## config.mk

```make
export PLATFORM = sky130hd
export DESIGN_NAME = mont_mult_ctrl
export DESIGN_NICKNAME = d
export VERILOG_FILES = /design/src/rtl/mont_mult_ctrl_pkg.sv /design/src/rtl/mont_mult_ctrl_step.sv /design/src/rtl/mont_mult_ctrl.sv
export SDC_FILE = /design/constraint.sdc
export NUM_CORES = 1
export LEC_CHECK = 0
export BUFFER_PORTS_ARGS = -buffer_cell sky130_fd_sc_hd__buf_2
export CAP_MARGIN = 20
export CORE_MARGIN = 5
export CORE_UTILIZATION = 50
export DETAILED_ROUTE_END_ITERATION = 8
export PLACE_DENSITY = 0.7
export RECOVER_POWER = 25
export SLEW_MARGIN = 0
export SYNTH_ARGS = -nofsm -noshare
export SYNTH_HDL_FRONTEND = slang
export SYNTH_SLANG_ARGS = --single-unit
```

## constraint.sdc

```tcl
create_clock -name clk -period 4.8 [get_ports clk]
set_input_delay 0.72 -clock clk [delete_from_list [all_inputs] [get_ports clk]]
set_output_delay 0.72 -clock clk [all_outputs]
set_load 0.01 [all_outputs]
```

## src/rtl/mont_mult_ctrl_pkg.sv

```systemverilog
// Shared definitions for the Montgomery multiplication sequencer:
// state encoding, operand-select codes and the default operand width.
package mont_mult_ctrl_pkg;

  localparam int DEFAULT_WIDTH = 8;

  typedef enum logic [2:0] {
    ST_IDLE    = 3'd0,
    ST_PRECOMP = 3'd1,
    ST_LOOP    = 3'd2,
    ST_FINAL   = 3'd3,
    ST_DONE    = 3'd4
  } state_e;

  // Operand select codes, indexed by {ai, qi}
  localparam logic [1:0] SEL_ZERO = 2'b00;
  localparam logic [1:0] SEL_M    = 2'b01;
  localparam logic [1:0] SEL_B    = 2'b10;
  localparam logic [1:0] SEL_MB   = 2'b11;

endpackage

```

## src/rtl/mont_mult_ctrl_step.sv

```systemverilog
// One radix-2 Montgomery iteration: derive qi, pick 0/B/M/M+B from {ai,qi},
// add to the running remainder and halve. Purely combinational.
module mont_step
  import mont_mult_ctrl_pkg::*;
#(
  parameter int WIDTH = DEFAULT_WIDTH
) (
  input  logic [WIDTH:0]   r_in,
  input  logic             a_bit,
  input  logic [WIDTH-1:0] b_in,
  input  logic [WIDTH-1:0] m_in,
  input  logic [WIDTH:0]   mb_in,
  output logic [WIDTH:0]   r_out
);

  logic             q_bit;
  logic [1:0]       sel;
  logic [WIDTH:0]   addend;
  logic [WIDTH+1:0] sum;

  // Select the addend and form (R + sel) >> 1 with a full WIDTH+2-bit sum.
  // qi is chosen so the sum is always even, so the dropped LSB is zero.
  always_comb begin
    q_bit  = r_in[0] ^ (a_bit & b_in[0]);
    sel    = {a_bit, q_bit};
    addend = '0;
    case (sel)
      SEL_MB:   addend = mb_in;
      SEL_B:    addend = {1'b0, b_in};
      SEL_M:    addend = {1'b0, m_in};
      default:  addend = '0;
    endcase
    sum   = {1'b0, r_in} + {1'b0, addend};
    r_out = (WIDTH+1)'(sum >> 1);
  end

endmodule

```

## src/rtl/mont_mult_ctrl.sv

```systemverilog
// Sequencer for one bit-serial Montgomery multiplication R = A*B*2^-WIDTH mod M.
// Handshake: start is a request sampled only in IDLE; busy covers the
// operation; done is a one-cycle pulse during which result/err are valid
// (and they stay held until the next accepted start).
module mont_mult_ctrl
  import mont_mult_ctrl_pkg::*;
#(
  parameter int WIDTH = DEFAULT_WIDTH,
  parameter int CNT_W = $clog2(WIDTH)
) (
  input  logic             clk,
  input  logic             rst_n,
  input  logic             start,
  input  logic [WIDTH-1:0] a_in,
  input  logic [WIDTH-1:0] b_in,
  input  logic [WIDTH-1:0] m_in,
  output logic             busy,
  output logic             done,
  output logic             err,
  output logic [WIDTH-1:0] result,
  output logic [2:0]       state_dbg
);

  localparam logic [CNT_W-1:0] CNT_LAST = CNT_W'(WIDTH - 1);

  state_e           state_q, state_d;
  logic [WIDTH-1:0] a_q, a_d;
  logic [WIDTH-1:0] b_q, b_d;
  logic [WIDTH-1:0] m_q, m_d;
  logic [WIDTH:0]   mb_q, mb_d;
  logic [WIDTH:0]   r_q, r_d;
  logic [CNT_W-1:0] cnt_q, cnt_d;
  logic             busy_q, busy_d;
  logic             done_q, done_d;
  logic             err_q, err_d;
  logic [WIDTH-1:0] result_q, result_d;
  logic [WIDTH:0]   r_step;

  mont_step #(.WIDTH(WIDTH)) u_step (
    .r_in  (r_q),
    .a_bit (a_q[cnt_q]),
    .b_in  (b_q),
    .m_in  (m_q),
    .mb_in (mb_q),
    .r_out (r_step)
  );

  // Next-state and datapath control for the whole operation.
  always_comb begin
    state_d  = state_q;
    a_d      = a_q;
    b_d      = b_q;
    m_d      = m_q;
    mb_d     = mb_q;
    r_d      = r_q;
    cnt_d    = cnt_q;
    busy_d   = busy_q;
    done_d   = 1'b0;
    err_d    = err_q;
    result_d = result_q;
    case (state_q)
      ST_IDLE: begin
        if (start) begin
          a_d      = a_in;
          b_d      = b_in;
          m_d      = m_in;
          mb_d     = '0;
          r_d      = '0;
          cnt_d    = '0;
          result_d = '0;
          err_d    = 1'b0;
          // An even modulus skips the arithmetic but still passes through
          // FINAL so done lands one edge later, with busy never raised.
          if (!m_in[0]) begin
            state_d = ST_FINAL;
          end else begin
            busy_d  = 1'b1;
            state_d = ST_PRECOMP;
          end
        end
      end
      ST_PRECOMP: begin
        mb_d    = {1'b0, m_q} + {1'b0, b_q};
        state_d = ST_LOOP;
      end
      ST_LOOP: begin
        r_d   = r_step;
        cnt_d = cnt_q + CNT_W'(1);
        if (cnt_q == CNT_LAST) state_d = ST_FINAL;
      end
      ST_FINAL: begin
        if (!m_q[0]) begin
          err_d    = 1'b1;
          result_d = '0;
        end else if (r_q >= {1'b0, m_q}) begin
          result_d = WIDTH'(r_q - {1'b0, m_q});
        end else begin
          result_d = WIDTH'(r_q);
        end
        busy_d  = 1'b0;
        done_d  = 1'b1;
        state_d = ST_DONE;
      end
      ST_DONE: begin
        state_d = ST_IDLE;
      end
      default: begin
        state_d = ST_IDLE;
      end
    endcase
  end

  // State and datapath registers, cleared asynchronously.
  always_ff @(posedge clk or negedge rst_n) begin
    if (!rst_n) begin
      state_q  <= ST_IDLE;
      a_q      <= '0;
      b_q      <= '0;
      m_q      <= '0;
      mb_q     <= '0;
      r_q      <= '0;
      cnt_q    <= '0;
      busy_q   <= 1'b0;
      done_q   <= 1'b0;
      err_q    <= 1'b0;
      result_q <= '0;
    end else begin
      state_q  <= state_d;
      a_q      <= a_d;
      b_q      <= b_d;
      m_q      <= m_d;
      mb_q     <= mb_d;
      r_q      <= r_d;
      cnt_q    <= cnt_d;
      busy_q   <= busy_d;
      done_q   <= done_d;
      err_q    <= err_d;
      result_q <= result_d;
    end
  end

  assign busy      = busy_q;
  assign done      = done_q;
  assign err       = err_q;
  assign result    = result_q;
  assign state_dbg = state_q;

endmodule

```

==> results of run 1 <==
-- path summary, 6_finish.rpt --
check | depth (start not counted) | slack (ps) | from | end
max | 12 | 1130 | cnt_q[1] | r_q[7]
min | 2 | 470 | a_q[2] | a_q[2]
max reg2reg | 12 | 1130 | cnt_q[1] | r_q[7]
min reg2reg | 2 | 470 | a_q[2] | a_q[2]
max in group asynchronous | 2 | 1510 | rst_n | r_q[6]
min in group asynchronous | 2 | 1530 | rst_n | mb_q[2]
-- flip-flops by register name (all words and copies together) (netlist names) --
signal / count
cnt_q: 3
done: 1
err: 1
m_q: 8
mb_q: 9
b_q: 8
busy: 1
r_q: 9
a_q: 8
state_dbg: 3
result: 8
-- cell families after synthesis --
family	after synthesis
buf+inv	23
simple gates	132
flops	59
compound gates	86
mux	20
xor+xnor	15
fa+ha+maj	29
-- stage by stage --
step / cell area [sq um] / cells / power, W / hold slack [ps]
3_5_place_dp: 3810 / 494 / 0.00262 / 455
6_report: 4000 / 509 / 0.00308 / 472
5_1_grt: 4000 / 509 / 0.00336 / 498
2_1_floorplan: 3490 / 364 / 0.00221 / 424
4_1_cts: 4000 / 509 / 0.00309 / 472
3_3_place_gp: 3810 / 494 / 0.00256 / 452
-- power by group --
group,internal [W],leakage (nW),switching (W),total (W)
Clock,0.000265,0.0995,0.000191,0.000456
Sequential,0.000711,0.762,0.000205,0.000916
Combinational,0.000773,1.21,0.000931,0.00170
Total,0.00175,2.07,0.00133,0.00308
-- final cells by class --
class,instances,share of cell area
flip-flops and latches,59,0.369
repair buffers,44,0.0567
clock buffers,13,0.0397
clock inverters,2,0.00876
inverters,13,0.0122
multi-input cells,282,0.483
well taps,96,0.0300
-- cells in the mapped netlist, drive strengths merged (3+ instances only) --
master  count
nand2      83
dfrtp      59
o21ai      36
ha         26
mux2i      17
nor2       17
inv        13
a21oi      11
a22o       11
clkbuf     10
xor2        8
a21o        7
xnor2       7
or2         6
nor2b       5
o21a        4
fa          3
nand4       3
nor3        3
o21bai      3
o31ai       3
-- routing by layer --
metal  vias to the layer above  track usage  share of wire
met1                      1286        0.251           0.47
met3                        16       0.0499          0.047
met5                         -            0              0
met2                        50        0.316           0.46
li1                       1368            -              -
met4                         0       0.0842          0.024
-- worst max-delay path: cells and delay by family, from the launching register on --
family | cells | cell delay, ps
muxes | 3 | 1330
AOI/OAI and AO/OA | 6 | 1250
DFF | 1 | 410
adders and majority gates | 1 | 410
and+or+nand+nor | 2 | 170
==> impl_metrics.toml, run 1 <==
[status]
status = "finished, violations left"
violations = "capacitance limit, slew limit"

[final_layout]
final_cell_mix = "83 x nand2_1, 59 x dfrtp_1, 40 x buf_2"
nNetsFinal = 465
multi_input_area_sq_um = 1930
final_common_cell = "nand2_1"
n_fill_cell = 624
drive_gt1_frac = 0.162
fin_util = 0.588
area.sequential_sq_um = 1480
n_antenna_cell = 0
area_growth_pct = 14.7

[synth]
synthCells = 364
seq_area_frac_synth = 0.424
synth_area_leaders = "dfrtp_1 42%, ha_1 9.3%, nand2_1 8.9%, o21ai_0 4.7%, mux2i_1 4.6%"
synth_seq_cells = 59
post_synth_fa_ha_maj_area_fraction = 0.111
ys_async_sr_fraction = 1.00
ys_types = 47
yosysTopAreaCellShare = 0.424
avgSynthCellArea_sq_um = 9.58
synthXorXnorAreaFrac = 0.0377
synth_edf_count = 0
synth-compound-area-share = 0.162
yosys_warnings = 0
synth_area_sq_um = 3490
synth_largest_area_cell = "dfrtp_1"
synthFlopType = "dfrtp_1"
synthSimpleGateAreaFrac = 0.170
muxShareOfSynthArea = 0.0707
synth_top_family_by_area = "simple AND/OR/NAND/NOR gates"
syn-num-nets = 420

[setup_path]
cpMostUsedCell = "o21a_1"
cp-start-kind = "flop"
cp_data_arrival_time_ps = 3920
end_kind = "flop"
crit_fanout = 10
required_ps = 5050
crit_path_top_delay_cell = "mux4_1"
crit_type = "reg2reg"
crit_chain = "mux4_1 > mux2i_4 > mux2i_1 > nor2_1 > fa_1 > a21o_1 > a21oi_1 > nor2b_1 > o21a_1 > o311a_1 > o21a_1 > o31ai_1"
cp_slowest_stage_delay_ps = 630

[sta]
clock_skew_ps = 6.64
setup_tns_ps = 0
max_slew_margin = -1.10
fmax_ghz = 0.272
worstMarginPinSlew_ps = 3140
hold_violations = 0
slew_violations = 60
period_needed_ps = 3670
rsz0062_at_grt = "false"
period_share = 0.765
fin_ws_ps = 1130
finalSetupViolCount = 0

[die]
row_count = 30
die_w_microns = 93.5
dieArea_sq_um = 8740
io_pins = 41
initial_core_util = 0.513
die_y_microns = 93.5
coreArea_sq_um = 6790

[grt]
grtUsageTotal = 0.197
grt_max_degree = 60
grt_pass1_wl_mm = 13.3
first_global_vias = 2817
antenna_found_initial = 0
grt_overflow = 0

[cts]
clock-root-buffer = "clkbuf_8"
clk_pin_slew_ps = 60
ctsResizeCount = 0
postCtsSetupBuffers = 0
h-tree-depth = 3
cts_tree = "yes"
cts_made_buffers = 9
clock_path_buffers = 2
insertion_delay_ps = 340
hold_buffers = 0
cts.sinks = 59

[routing]
routed_wl_mm = 7.68
firstDrtPassIters = 4
drc_errors = 0
viasPerCell = 5.34
wl_per_cell_microns = 15.1
vias = 2720
drtAntennaViolNets = 0
drtIter0Drc = 80

[place]
gp_congestion = 0.858
io_buffers = 40
place_ws_ps = 1150
dp_hpwl_mm = 5.66

[worst_hold_path]
hold_class = "reg2reg"

[run]
cap_violations = 1

[pwr]
vdd_drop_max_uv = 285
p_per_area_nw_per_um2 = 770
power.leakage_nw = 2.07
Power figures use the tool's default switching activity.
==> inputs of run 2 (changes only) <==
--- a/config.mk
+++ b/config.mk
@@ -10,7 +10,7 @@
 export CORE_MARGIN = 5
 export CORE_UTILIZATION = 50
 export DETAILED_ROUTE_END_ITERATION = 8
-export PLACE_DENSITY = 0.7
+export PLACE_DENSITY = 0.73
 export RECOVER_POWER = 25
 export SLEW_MARGIN = 0
 export SYNTH_ARGS = -nofsm -noshare
==> constraint.sdc (replaced) <==
create_clock -name clk -period 3.15 [get_ports clk]
set_input_delay 0.4725 -clock clk [delete_from_list [all_inputs] [get_ports clk]]
set_output_delay 0.4725 -clock clk [all_outputs]
set_load 0.01 [all_outputs]
==> run 2 against run 1 <==
- the flow finishes with violations (capacitance limit, slew limit, setup timing)
- worst setup slack worse by 1200 ps
- global-route usage is 0.47 points lower
- register-to-register slack worse by 1200 ps
- critical path depth stayed put
- via count is 3.3% higher
- cell area is 5.1% higher
- critical endpoint unchanged
- cell count is 3.3% higher
- count of clock-buffer cells in the layout is 4 lower
- sequential share of layout area is 1.8 points lower
- non-clock buffer count is 16 higher
- first-iteration DRC count is 69% higher
- routed wire length is 0.26% higher
==> impl_metrics.toml, run 2 (synthesis results as in run 1) <==
[final_layout]
nNetsFinal = 481
drive_gt1_frac = 0.209
n_antenna_cell = 0
top_regs = "mb_q (9), r_q (9)"
final_cells = 526
final_cell_mix = "83 x nand2_1, 58 x dfrtp_1, 39 x buf_2"
area_growth_pct = 20.5
fin_util = 0.618
stdcell_area_sq_um = 4200
final_common_cell = "nand2_1"

[place]
gp_congestion = 0.830
place_ws_ps = -105
io_buffers = 40
dp.cells = 505
place_area_sq_um = 3890
dp_hpwl_mm = 5.76

[cts]
clock_path_buffers = 2
clock-root-buffer = "clkbuf_8"
insertion_delay_ps = 350
cts.sinks = 59
h-tree-depth = 3
clk_pin_slew_ps = 80
cts_tree = "yes"
cts_made_buffers = 9

[pwr]
seq_power_share = 0.268
power.leakage_nw = 2.17
switchingPower_w = 0.00213
power.share.clock = 0.179
p_per_area_nw_per_um2 = 1230
vdd_drop_max_uv = 636
p_int_w = 0.00303
power_frac_comb = 0.553
swShare = 0.412

[worst_hold_path]
min_from = "a_in[1]"
hold_class = "in2reg"

[setup_path]
crit_path_top_delay_cell = "mux4_2"
path_buf_inv = 0
cp_slowest_stage_delay_ps = 540
end_kind = "flop"
cpLargestDelayFamily = "compound AO/OA/AOI/OAI gates"
rr_startpoint = "cnt_q[1]"
crit_start = "cnt_q[1]"
cp-start-kind = "flop"
crit_chain = "mux4_2 > mux2i_4 > mux2i_2 > nor2_1 > fa_2 > a21o_1 > a21oi_2 > nor2b_1 > o21a_1 > o311a_1 > o21a_1 > o31ai_1"
r2r_slack_ps = -40
required_ps = 3410
crit_fanout = 5
crit_type = "reg2reg"
cp_data_arrival_time_ps = 3450
cpMostUsedCell = "o21a_1"

[sta]
worstMarginPinSlew_ps = 1830
fin_ws_ps = -43.2
max_slew_margin = -0.217
rsz0062_at_grt = "true"
slew_violations = 42
period_needed_ps = 3190
finalSetupViolCount = 1
hold_violations = 0
period_share = 1.01
fmax_ghz = 0.313
clock_skew_ps = 10.2
fin_hold_ws_ps = 315

[routing]
drtIter0Drc = 135
wl_per_cell_microns = 14.6
drtAntennaViolNets = 0
routed_wl_mm = 7.70
firstDrtPassIters = 4
viasPerCell = 5.34
vias = 2811
drc_errors = 0

[die]
io_pins = 41
row_count = 30
initial_core_util = 0.513
die_y_microns = 93.5
dieArea_sq_um = 8740
die_w_microns = 93.5
coreArea_sq_um = 6790

[status]
violations = "capacitance limit, slew limit, setup timing"
status = "finished, violations left"

[grt]
first_global_vias = 2857
grt_max_degree = 44
grtUsageTotal = 0.192
antenna_found_initial = 0
grt_pass1_wl_mm = 13.1
grt_overflow = 0

[run]
cap_violations = 1
[run 2: per-layer routing]
layer	vias up	wire, microns	global-route usage
met1	1342	3630	0.250
met4	0	81	0.0623
met2	64	3640	0.324
met3	9	345	0.0338
met5	-	0	0
li1	1396	-	-
[run 2: final cells by class]
| type | count | area (sq um) |
|---|---|---|
| Timing Repair Buffer | 60 | 357 |
| Clock inverter | 7 | 140 |
| Inverter | 13 | 48.8 |
| Fill cell | 587 | 2590 |
| Clock buffer | 9 | 124 |
| Tap cell | 96 | 120 |
| Sequential cell | 59 | 1480 |
| Multi-Input combinational cell | 282 | 1930 |
[run 2: worst min-delay path: cells and delay by family]
family	cells	cell delay [ps]
simple gates	2	90
buf+inv	1	80
[run 2: timing repair]
action | CTS | global route
buffers inserted | 2 | 1
gates resized for setup | 1 | 0
endpoints found under the setup margin | 4 | 4
cloned | 0 | 0
pin swaps | 1 | 0
hold buffers | 0 | 1
endpoints found under the hold margin | 0 | 1
[run 2: power groups by stage]
stage	Clock, W	Combinational (W)	Sequential, W
6_report	0.000925	0.00285	0.00138
4_1_cts	0.000935	0.00284	0.00139
3_3_place_gp	0	0.00269	0.00138
3_5_place_dp	0	0.00277	0.00139
5_1_grt	0.000966	0.00319	0.00143
2_1_floorplan	0	0.00206	0.00133
[run 2: path summary, 6_finish.rpt]
| kind | endpoint | depth (start not counted) |
|---|---|---|
| worst min-delay path | a_q[1] | 3 |
| worst min register to register | result[6] | 2 |
| max in group asynchronous | cnt_q[1] | 3 |
| worst max-delay path | r_q[7] | 12 |
| min in group asynchronous | r_q[1] | 2 |
| worst max register to register | r_q[7] | 12 |
[run 2: through the flow]
stage	total power [W]	setup TNS [ps]
final	0.00516	-43.2
after global placement	0.00407	-0.712
after CTS	0.00517	-49.4
after detailed placement	0.00417	-105
after global routing	0.00559	-784
after floorplan	0.00340	-64.4
==> inputs of run 3 (changes only) <==
--- a/config.mk
+++ b/config.mk
@@ -7,7 +7,7 @@
 export LEC_CHECK = 0
 export BUFFER_PORTS_ARGS = -buffer_cell sky130_fd_sc_hd__buf_2
 export CAP_MARGIN = 20
-export CORE_MARGIN = 5
+export CORE_MARGIN = 3
 export CORE_UTILIZATION = 50
 export DETAILED_ROUTE_END_ITERATION = 8
 export PLACE_DENSITY = 0.73
==> constraint.sdc (replaced) <==
create_clock -name clk -period 3.15 [get_ports clk]
set_input_delay 0.4725 -clock clk [delete_from_list [all_inputs] [get_ports clk]]
set_output_delay 0.4725 -clock clk [all_outputs]
set_load 0.005 [all_outputs]
==> run 3 against run 2 <==
- the run still ends with capacitance limit, slew limit, setup timing left
- count of clock-buffer cells in the layout is 5 higher
- combinational power barely moved
- critical path depth unchanged
- fmax down 0.83%
- non-clock buffer count shrank 4
- via count decreased by 1.5%
- global-route usage is 3.6 points higher
- total power decreased by 6.0%
- die area fell by 8.4%
==> impl_metrics.toml, run 3 (synthesis results as in run 1) <==
[status]
status = "finished, violations left"
violations = "capacitance limit, slew limit, setup timing"

[sta]
hold_violations = 0
worstMarginPinSlew_ps = 2090
max_slew_margin = -0.396
fmax_ghz = 0.311
rsz0062_at_grt = "true"
fin_ws_ps = -69.9
finalSetupViolCount = 1
clock_skew_ps = 7.83
slew_violations = 41
fin_hold_ws_ps = 322
period_needed_ps = 3220
setup_tns_ps = -69.9
period_share = 1.02

[pwr]
vdd_drop_max_uv = 511
switchingPower_w = 0.00210
seq_power_share = 0.290
p_int_w = 0.00275
p_per_area_nw_per_um2 = 1190
power_frac_comb = 0.582
power.leakage_nw = 2.11
power.share.clock = 0.128
swShare = 0.433

[grt]
first_global_vias = 2848
grt_pass1_wl_mm = 13.7
grtUsageTotal = 0.228
grt_overflow = 0
grt_max_degree = 41
antenna_found_initial = 0

[worst_hold_path]
hold_end = "a_q[5]"
hold_class = "in2reg"
min_from = "a_in[5]"
hold_path_depth = 3

[setup_path]
r2r_slack_ps = -70
cpMostUsedCell = "o21a_1"
crit_type = "reg2reg"
crit_fanout = 5
regToRegEndpoint = "r_q[7]"
end_kind = "flop"
required_ps = 3390
r2r_cells = 12
cp-start-kind = "flop"
cp_slowest_stage_delay_ps = 550
cp_data_arrival_time_ps = 3460
crit_path_top_delay_cell = "mux4_2"
crit_chain = "mux4_2 > mux2i_4 > mux2i_2 > nor2_1 > fa_2 > a21o_1 > a21oi_2 > nor2b_1 > o21a_1 > o311a_1 > o21a_1 > o31ai_1"
rr_startpoint = "cnt_q[1]"

[cts]
clock-root-buffer = "clkbuf_8"
cts_tree = "yes"
insertion_delay_ps = 340
h-tree-depth = 3
cts_made_buffers = 9
clk_pin_slew_ps = 70
hold_buffers = 0
clock_path_buffers = 2
cts.sinks = 59

[routing]
drtIter0Drc = 99
drtAntennaViolNets = 0
vias = 2769
drc_errors = 0
viasPerCell = 5.34
routed_wl_mm = 8.02
firstDrtPassIters = 4
wl_per_cell_microns = 15.5

[die]
die_w_microns = 89.5
die_y_microns = 89.5
io_pins = 41
coreArea_sq_um = 6570
initial_core_util = 0.531
dieArea_sq_um = 8010
row_count = 29

[final_layout]
fin_util = 0.621
final_cells = 519
final_cell_mix = "83 x nand2_1, 59 x dfrtp_1, 39 x buf_2"
drive_gt1_frac = 0.204
top_regs = "mb_q (9), r_q (9)"
area_growth_pct = 17.0
nNetsFinal = 477
final_common_cell = "nand2_1"
n_antenna_cell = 0
stdcell_area_sq_um = 4080

[place]
place_area_sq_um = 3880
io_buffers = 40
dp_hpwl_mm = 5.95
gp_congestion = 0.867
dp.cells = 501

[run]
cap_violations = 1
## run 3: cell types whose count changed in the layout (fill, tap and decap cells not counted), sizes merged
| cell | before | now |
|---|---|---|
| buf | 57 | 55 |
| bufinv | 4 | 0 |
| clkbuf | 10 | 15 |
| clkinv | 1 | 2 |
| clkinvlp | 2 | 0 |
| dlygate4sd3 | 1 | 0 |
| dlymetal6s4s | 1 | 0 |
## run 3: final cells by class
cell class              instances  area [sq um]
fillers                       566          2490
multi-input cells             282          1950
flip-flops and latches         59          1480
repair buffers                 56           319
clock buffers                  14           163
well taps                      93           116
inverters                      13          48.8
clock inverters                 2          10.0
## run 3: critical path: cells and delay by family, from the launching register on
| kind | cells | cell delay (ps) |
|---|---|---|
| compound gates | 6 | 1150 |
| flops | 1 | 410 |
| simple gates | 2 | 150 |
| fa+ha+maj | 1 | 340 |
| mux | 3 | 1080 |
## run 3: layer usage
layer	global-route usage	share of wire	vias up	routed length, microns
met5	0	0	-	0
met4	0.0974	0.024	0	196
li1	-	-	1384	-
met1	0.301	0.46	1311	3670
met2	0.373	0.48	58	3890
met3	0.0378	0.033	16	267
## run 3: per-stage QoR
stage	total power, W	worst slack (ps)
2_1_floorplan	0.00337	-64.4
3_3_place_gp	0.00403	-33.3
3_5_place_dp	0.00415	-107
4_1_cts	0.00484	-70.7
5_1_grt	0.00532	-229
6_report	0.00485	-69.9
## run 3: how the worst max path moves through the flow
stage	slack, ps	endpoint	cells past startpoint	from
after floorplan	-60	r_q[7]	14	cnt_q[1]
after global placement	-30	r_q[7]	12	cnt_q[1]
after CTS	-70	r_q[7]	12	cnt_q[1]
final	-70	r_q[7]	12	cnt_q[1]
after detailed placement	-110	r_q[7]	12	cnt_q[1]
after global routing	-230	r_q[7]	12	cnt_q[1]
## run 3: power by group through the flow
stage                     combinational, W  clock, W  sequential, W
after global routing               0.00319  0.000673        0.00146
after global placement             0.00263         0        0.00140
after CTS                          0.00280  0.000637        0.00141
after detailed placement           0.00273         0        0.00142
after floorplan                    0.00206         0        0.00131
final                              0.00282  0.000619        0.00141
## run 3: what timing repair did
| action | in CTS | in global routing |
|---|---|---|
| setup endpoints to repair | 3 | 5 |
| buffers inserted | 2 | 0 |
| pin swaps | 2 | 3 |
| gates resized for setup | 0 | 4 |
